**config.mk**
```make
export PLATFORM = sky130hd
export DESIGN_NAME = divider_iterative
export DESIGN_NICKNAME = d
export VERILOG_FILES = /design/src/rtl/divider_iterative.sv
export SDC_FILE = /design/constraint.sdc
export NUM_CORES = 1
export LEC_CHECK = 0
export ABC_CLOCK_PERIOD_IN_PS = 4900
export CORE_ASPECT_RATIO = 0.6
export CORE_MARGIN = 1.5
export CORE_UTILIZATION = 57
export DETAILED_ROUTE_END_ITERATION = 8
export PLACE_DENSITY_LB_ADDON = 0.05
export SLEW_MARGIN = 25
export SYNTH_ARGS = -nofsm -noshare
export SYNTH_HDL_FRONTEND = slang
export SYNTH_SLANG_ARGS = --single-unit
```
**constraint.sdc**
```tcl
create_clock -name clk -period 4.9 [get_ports clk]
set_input_delay 1.225 -clock clk [delete_from_list [all_inputs] [get_ports clk]]
set_output_delay 1.225 -clock clk [all_outputs]
set_load 0.01 [all_outputs]
```
**src/rtl/divider_iterative.sv**
```systemverilog
// Iterative unsigned divider: restoring shift-subtract, one quotient bit per clock.
//
// Ports:
//   clk, rst_n          rising-edge clock, asynchronous active-low reset
//   in_valid/in_ready   operand handshake; dividend/divisor sampled on accept
//   out_valid/out_ready result handshake; result held until taken
//   quotient, remainder unsigned result (quotient is all ones for a zero divisor)
//   div_by_zero         result came from a zero divisor
module divider_iterative #(
    parameter int unsigned WIDTH = 32
) (
    input  logic             clk,
    input  logic             rst_n,
    input  logic             in_valid,
    output logic             in_ready,
    input  logic [WIDTH-1:0] dividend,
    input  logic [WIDTH-1:0] divisor,
    output logic             out_valid,
    input  logic             out_ready,
    output logic [WIDTH-1:0] quotient,
    output logic [WIDTH-1:0] remainder,
    output logic             div_by_zero
);

    localparam int unsigned     CntW    = $clog2(WIDTH);
    localparam logic [CntW-1:0] CntLast = CntW'(WIDTH - 1);

    typedef enum logic [1:0] {
        StIdle,
        StBusy,
        StDone
    } state_e;

    state_e             state_q, state_d;
    logic [CntW-1:0]    cnt_q, cnt_d;
    logic [WIDTH-1:0]   quo_q, quo_d;
    logic [WIDTH-1:0]   rem_q, rem_d;
    logic [WIDTH-1:0]   dvs_q, dvs_d;
    logic               dbz_q, dbz_d;

    logic [WIDTH:0]     shifted;
    logic [WIDTH:0]     trial;

    // The partial remainder is always below the divisor, so the shifted value is below
    // 2*divisor. A WIDTH+1-bit difference is then exact when non-negative, and its MSB
    // is set exactly when the subtraction borrowed.
    assign shifted = {rem_q, quo_q[WIDTH-1]};
    assign trial   = shifted - {1'b0, dvs_q};

    always_comb begin
        state_d = state_q;
        cnt_d   = cnt_q;
        quo_d   = quo_q;
        rem_d   = rem_q;
        dvs_d   = dvs_q;
        dbz_d   = dbz_q;

        unique case (state_q)
            StIdle: begin
                if (in_valid) begin
                    dvs_d = divisor;
                    if (divisor == '0) begin
                        quo_d   = '1;
                        rem_d   = dividend;
                        dbz_d   = 1'b1;
                        state_d = StDone;
                    end else begin
                        // Dividend sits in the quotient register and shifts out MSB-first.
                        quo_d   = dividend;
                        rem_d   = '0;
                        dbz_d   = 1'b0;
                        cnt_d   = CntLast;
                        state_d = StBusy;
                    end
                end
            end
            StBusy: begin
                if (!trial[WIDTH]) begin
                    rem_d = trial[WIDTH-1:0];
                    quo_d = {quo_q[WIDTH-2:0], 1'b1};
                end else begin
                    rem_d = shifted[WIDTH-1:0];
                    quo_d = {quo_q[WIDTH-2:0], 1'b0};
                end
                if (cnt_q == '0) begin
                    state_d = StDone;
                end else begin
                    cnt_d = cnt_q - CntW'(1);
                end
            end
            StDone: begin
                if (out_ready) begin
                    state_d = StIdle;
                end
            end
            default: begin
                state_d = StIdle;
            end
        endcase
    end

    always_ff @(posedge clk or negedge rst_n) begin
        if (!rst_n) begin
            state_q <= StIdle;
            cnt_q   <= '0;
            quo_q   <= '0;
            rem_q   <= '0;
            dvs_q   <= '0;
            dbz_q   <= 1'b0;
        end else begin
            state_q <= state_d;
            cnt_q   <= cnt_d;
            quo_q   <= quo_d;
            rem_q   <= rem_d;
            dvs_q   <= dvs_d;
            dbz_q   <= dbz_d;
        end
    end

    assign in_ready    = (state_q == StIdle);
    assign out_valid   = (state_q == StDone);
    assign quotient    = quo_q;
    assign remainder   = rem_q;
    assign div_by_zero = dbz_q;

endmodule

```
==> results.yml <==
timing:
  min_period_ns: 3.746
  max_clock_freq_mhz: 267.0
  setup-violations-final: 0
  maxSlewViolCount: 0
  maxSlewHeadroom_pct: 37.68
  setup-tns-final_ns: 0
  finalClockSkew_ns: 0.01412
  rsz0062_at_grt: "false"
  finalHoldViolations: 0
  tightest_slew_ns: 0.9348
  fin_crit_sh_pct: 76.45
yosys:
  synth_warnings: 0
  synth_cells: 844
  synthDistinctLibCells: 62
  synth_seq_area_share_pct: 37.84
  async_flop_share_pct: 100.0
  synth-edff-count: 0
  synth-seq-cells: 104
  avgSynthCellArea_um2: 8.149
  ys.flop_type: "dfrtp_1"
  syn_area_um2: 6878
  syn_nets: 947
layout:
  antenna_cells: 0
  drive_gt1_share_pct: 4.837
  fin_nets: 1049
  seq_area_um2: 2603
  syn_to_final_growth_pct: 24.89
  multi_input_comb_area_um2: 3895
  fillers: 887
routing:
  route.detailed.drc: 0
  vias_per_cell: 6.213
  firstDrtPassIters: 8
  drtIter0Drc: 605
  finalWirelength_mm: 21.25
  wl_per_cell_um: 19.13
  vias: 6903
  drt.antenna.violating_nets: 0
die:
  dieWidth_um: 144.8
  rows: 30
  ios: 135
  die_y_um: 88.09
  core-area_um2: 11520
  dieArea_um2: 12760
  start_util_pct: 59.69
global_routing:
  grt.total_usage_pct: 34.04
  grt_pass1_wl_mm: 33.55
  grt_max_degree: 98
  grt-ovfl-total: 0
  antenna_found_initial: 0
  grt_pass1_vias: 6627
clock_network:
  cts_buffers: 9
  clock_latency_ns: 0.35
  cts_tree: "yes"
  holdBufCountCts: 0
  root_buffer: "clkbuf_16"
  post_cts_resize_count: 0
  path_clk_slew_ns: 0.07
  ctsLongestPathBuffers: 2
  cts_max_level: 3
  clock_sinks: 104
  postCtsSetupBuffers: 0
critical_path:
  cp_slowest_cell: "or4_1"
  critPathCaptureType: "register"
  crit_path_max_incr_delay_ns: 0.67
  r2r_cells: 10
  crit_path_start_kind: "register"
  arrival_ns: 3.95
  rrSetupSlack_ns: 1.15
  cp_top_family: "compound AO/OA/AOI/OAI gates"
  cp_num_buf_inv: 0
  crit_type: "register to register"
  required_ns: 5.11
  cp_num_cells: 10
  timing.critical_path.mode_cell: "a211oi_2"
  worstPathCellList: "ha_1 -> a211oi_2 -> o21bai_2 -> a211oi_2 -> o21ai_1 -> or4_1 -> nand3_1 -> nand2_1 -> a2111oi_0 -> o21ai_0"
  crit_fanout: 13
placed_design:
  place_hpwl_mm: 15.81
  gp_congestion: 0.9603
  portBuffers: 134
worst_hold_path:
  min_path_cells: 2
  worst_hold_path_type: "register to register"
status:
  status: "completed"
flow_run:
  maxCapViolations: 0
[synth_stat cells, drive strengths merged (4+ instances only)]
master  number  share of area [%]
dfrtp      104                 38
nand2       97                5.3
o21ai       85                6.2
nor2        82                4.7
a21oi       76                5.6
clkbuf      45                2.5
inv         45                2.5
nor3        38                2.8
ha          34                6.2
o31ai       31                3.4
nand3       19                1.4
mux2i       17                2.5
xnor2       14                1.8
a21o        13                1.4
a31oi       11                1.0
nor4        11                1.0
xor2        10                1.3
buf          9                1.1
nand2b       9               0.82
and3         7               0.71
nand4        7               0.64
o211ai       7               0.76
and2         6               0.55
o22ai        6               0.55
a211oi       5               0.69
a221oi       5               0.64
nor2b        5               0.45
a22oi        4               0.44
and4         4               0.51
[through the flow]
| stage | utilization (%) | cell area (um^2) | worst slack [ns] | hold WS (ns) | instances |
|---|---|---|---|---|---|
| 6_report | 74.54 | 8589 | 1.154 | 0.5102 | 1111 |
| 5_1_grt | 74.54 | 8589 | 0.8792 | 0.5402 | 1111 |
| 4_1_cts | 74.54 | 8589 | 1.247 | 0.5117 | 1111 |
| 3_5_place_dp | 72.03 | 8300 | 1.263 | 0.4952 | 1095 |
| 3_3_place_gp | 71.86 | 8280 | 1.365 | 0.4882 | 1094 |
| 2_1_floorplan | - | 6878 | 1.817 | 0.4732 | 844 |
[layout by cell type, fill, tap and decap left out, types with 4 or more instances in the layout]
| master | count |
|---|---|
| a221oi_1 | 5 |
| ha_1 | 34 |
| o31ai_1 | 31 |
| and4_1 | 4 |
| nand3_1 | 19 |
| nand2b_1 | 8 |
| a22oi_1 | 4 |
| o22ai_1 | 6 |
| mux2i_1 | 17 |
| nor3_1 | 37 |
| a31oi_1 | 11 |
| xor2_1 | 10 |
| nor2_1 | 79 |
| nand4_1 | 7 |
| a21oi_1 | 74 |
| a21o_1 | 13 |
| clkdlybuf4s50_1 | 133 |
| o211ai_1 | 7 |
| o21ai_1 | 11 |
| clkbuf_16 | 9 |
| o21ai_0 | 74 |
| nor2b_1 | 4 |
| buf_4 | 11 |
| nand2_1 | 97 |
| nor4_1 | 10 |
| dfrtp_1 | 104 |
| and3_1 | 6 |
| xnor2_1 | 14 |
| inv_1 | 45 |
| and2_1 | 6 |
[worst min-delay path, stage by stage (launching register included)]
cell,delay (ns)
dfrtp_1,0.36
nand2_1,0.05
o31ai_1,0.06
[final timing paths]
kind,end,startpoint
min in group asynchronous,quotient[22]$_DFFE_PN0P_,rst_n
max,remainder[22]$_DFFE_PN0P_,remainder[24]$_DFFE_PN0P_
min reg2reg,quotient[15]$_DFFE_PN0P_,quotient[15]$_DFFE_PN0P_
max reg2reg,remainder[22]$_DFFE_PN0P_,remainder[24]$_DFFE_PN0P_
max in group asynchronous,dvs_q[21]$_DFFE_PN0P_,rst_n
min,quotient[15]$_DFFE_PN0P_,quotient[15]$_DFFE_PN0P_
[routing by layer]
layer	track usage [%]	wire length, um
met1	46.18	9233
met2	54.59	9604
met3	6.780	1803
met4	12.12	611
met5	0	0
[area by class of cell]
| cell class | instances | share of cell area [%] |
|---|---|---|
| clock inverters | 6 | 0.5827 |
| repair buffers | 145 | 16.69 |
| flip-flops and latches | 104 | 30.30 |
| well taps | 160 | 2.331 |
| multi-input cells | 641 | 45.35 |
| clock buffers | 10 | 2.782 |
| inverters | 45 | 1.966 |
[cell families (layout without fill, tap and decap cells)]
| group | count (synthesis) | after routing | share of synthesized area, % |
|---|---|---|---|
| AOI/OAI and AO/OA | 269 | 269 | 24.00 |
| xor gates and xnor gates | 24 | 24 | 3.056 |
| adders and majority gates | 35 | 35 | 6.476 |
| buffers and inverters | 99 | 206 | 5.985 |
| DFF | 104 | 104 | 37.84 |
| muxes | 19 | 19 | 2.801 |
| and+or+nand+nor | 294 | 294 | 19.85 |
[registers in the layout (all words and copies together) (netlist names)]
register     flops
div_by_zero      1
quotient        32
cnt_q            5
remainder       32
state_q          2
dvs_q           32
Power is left out: the tool's default activity adds up to more than one toggle a clock period on the data nets, which glitch-free logic cannot reach.
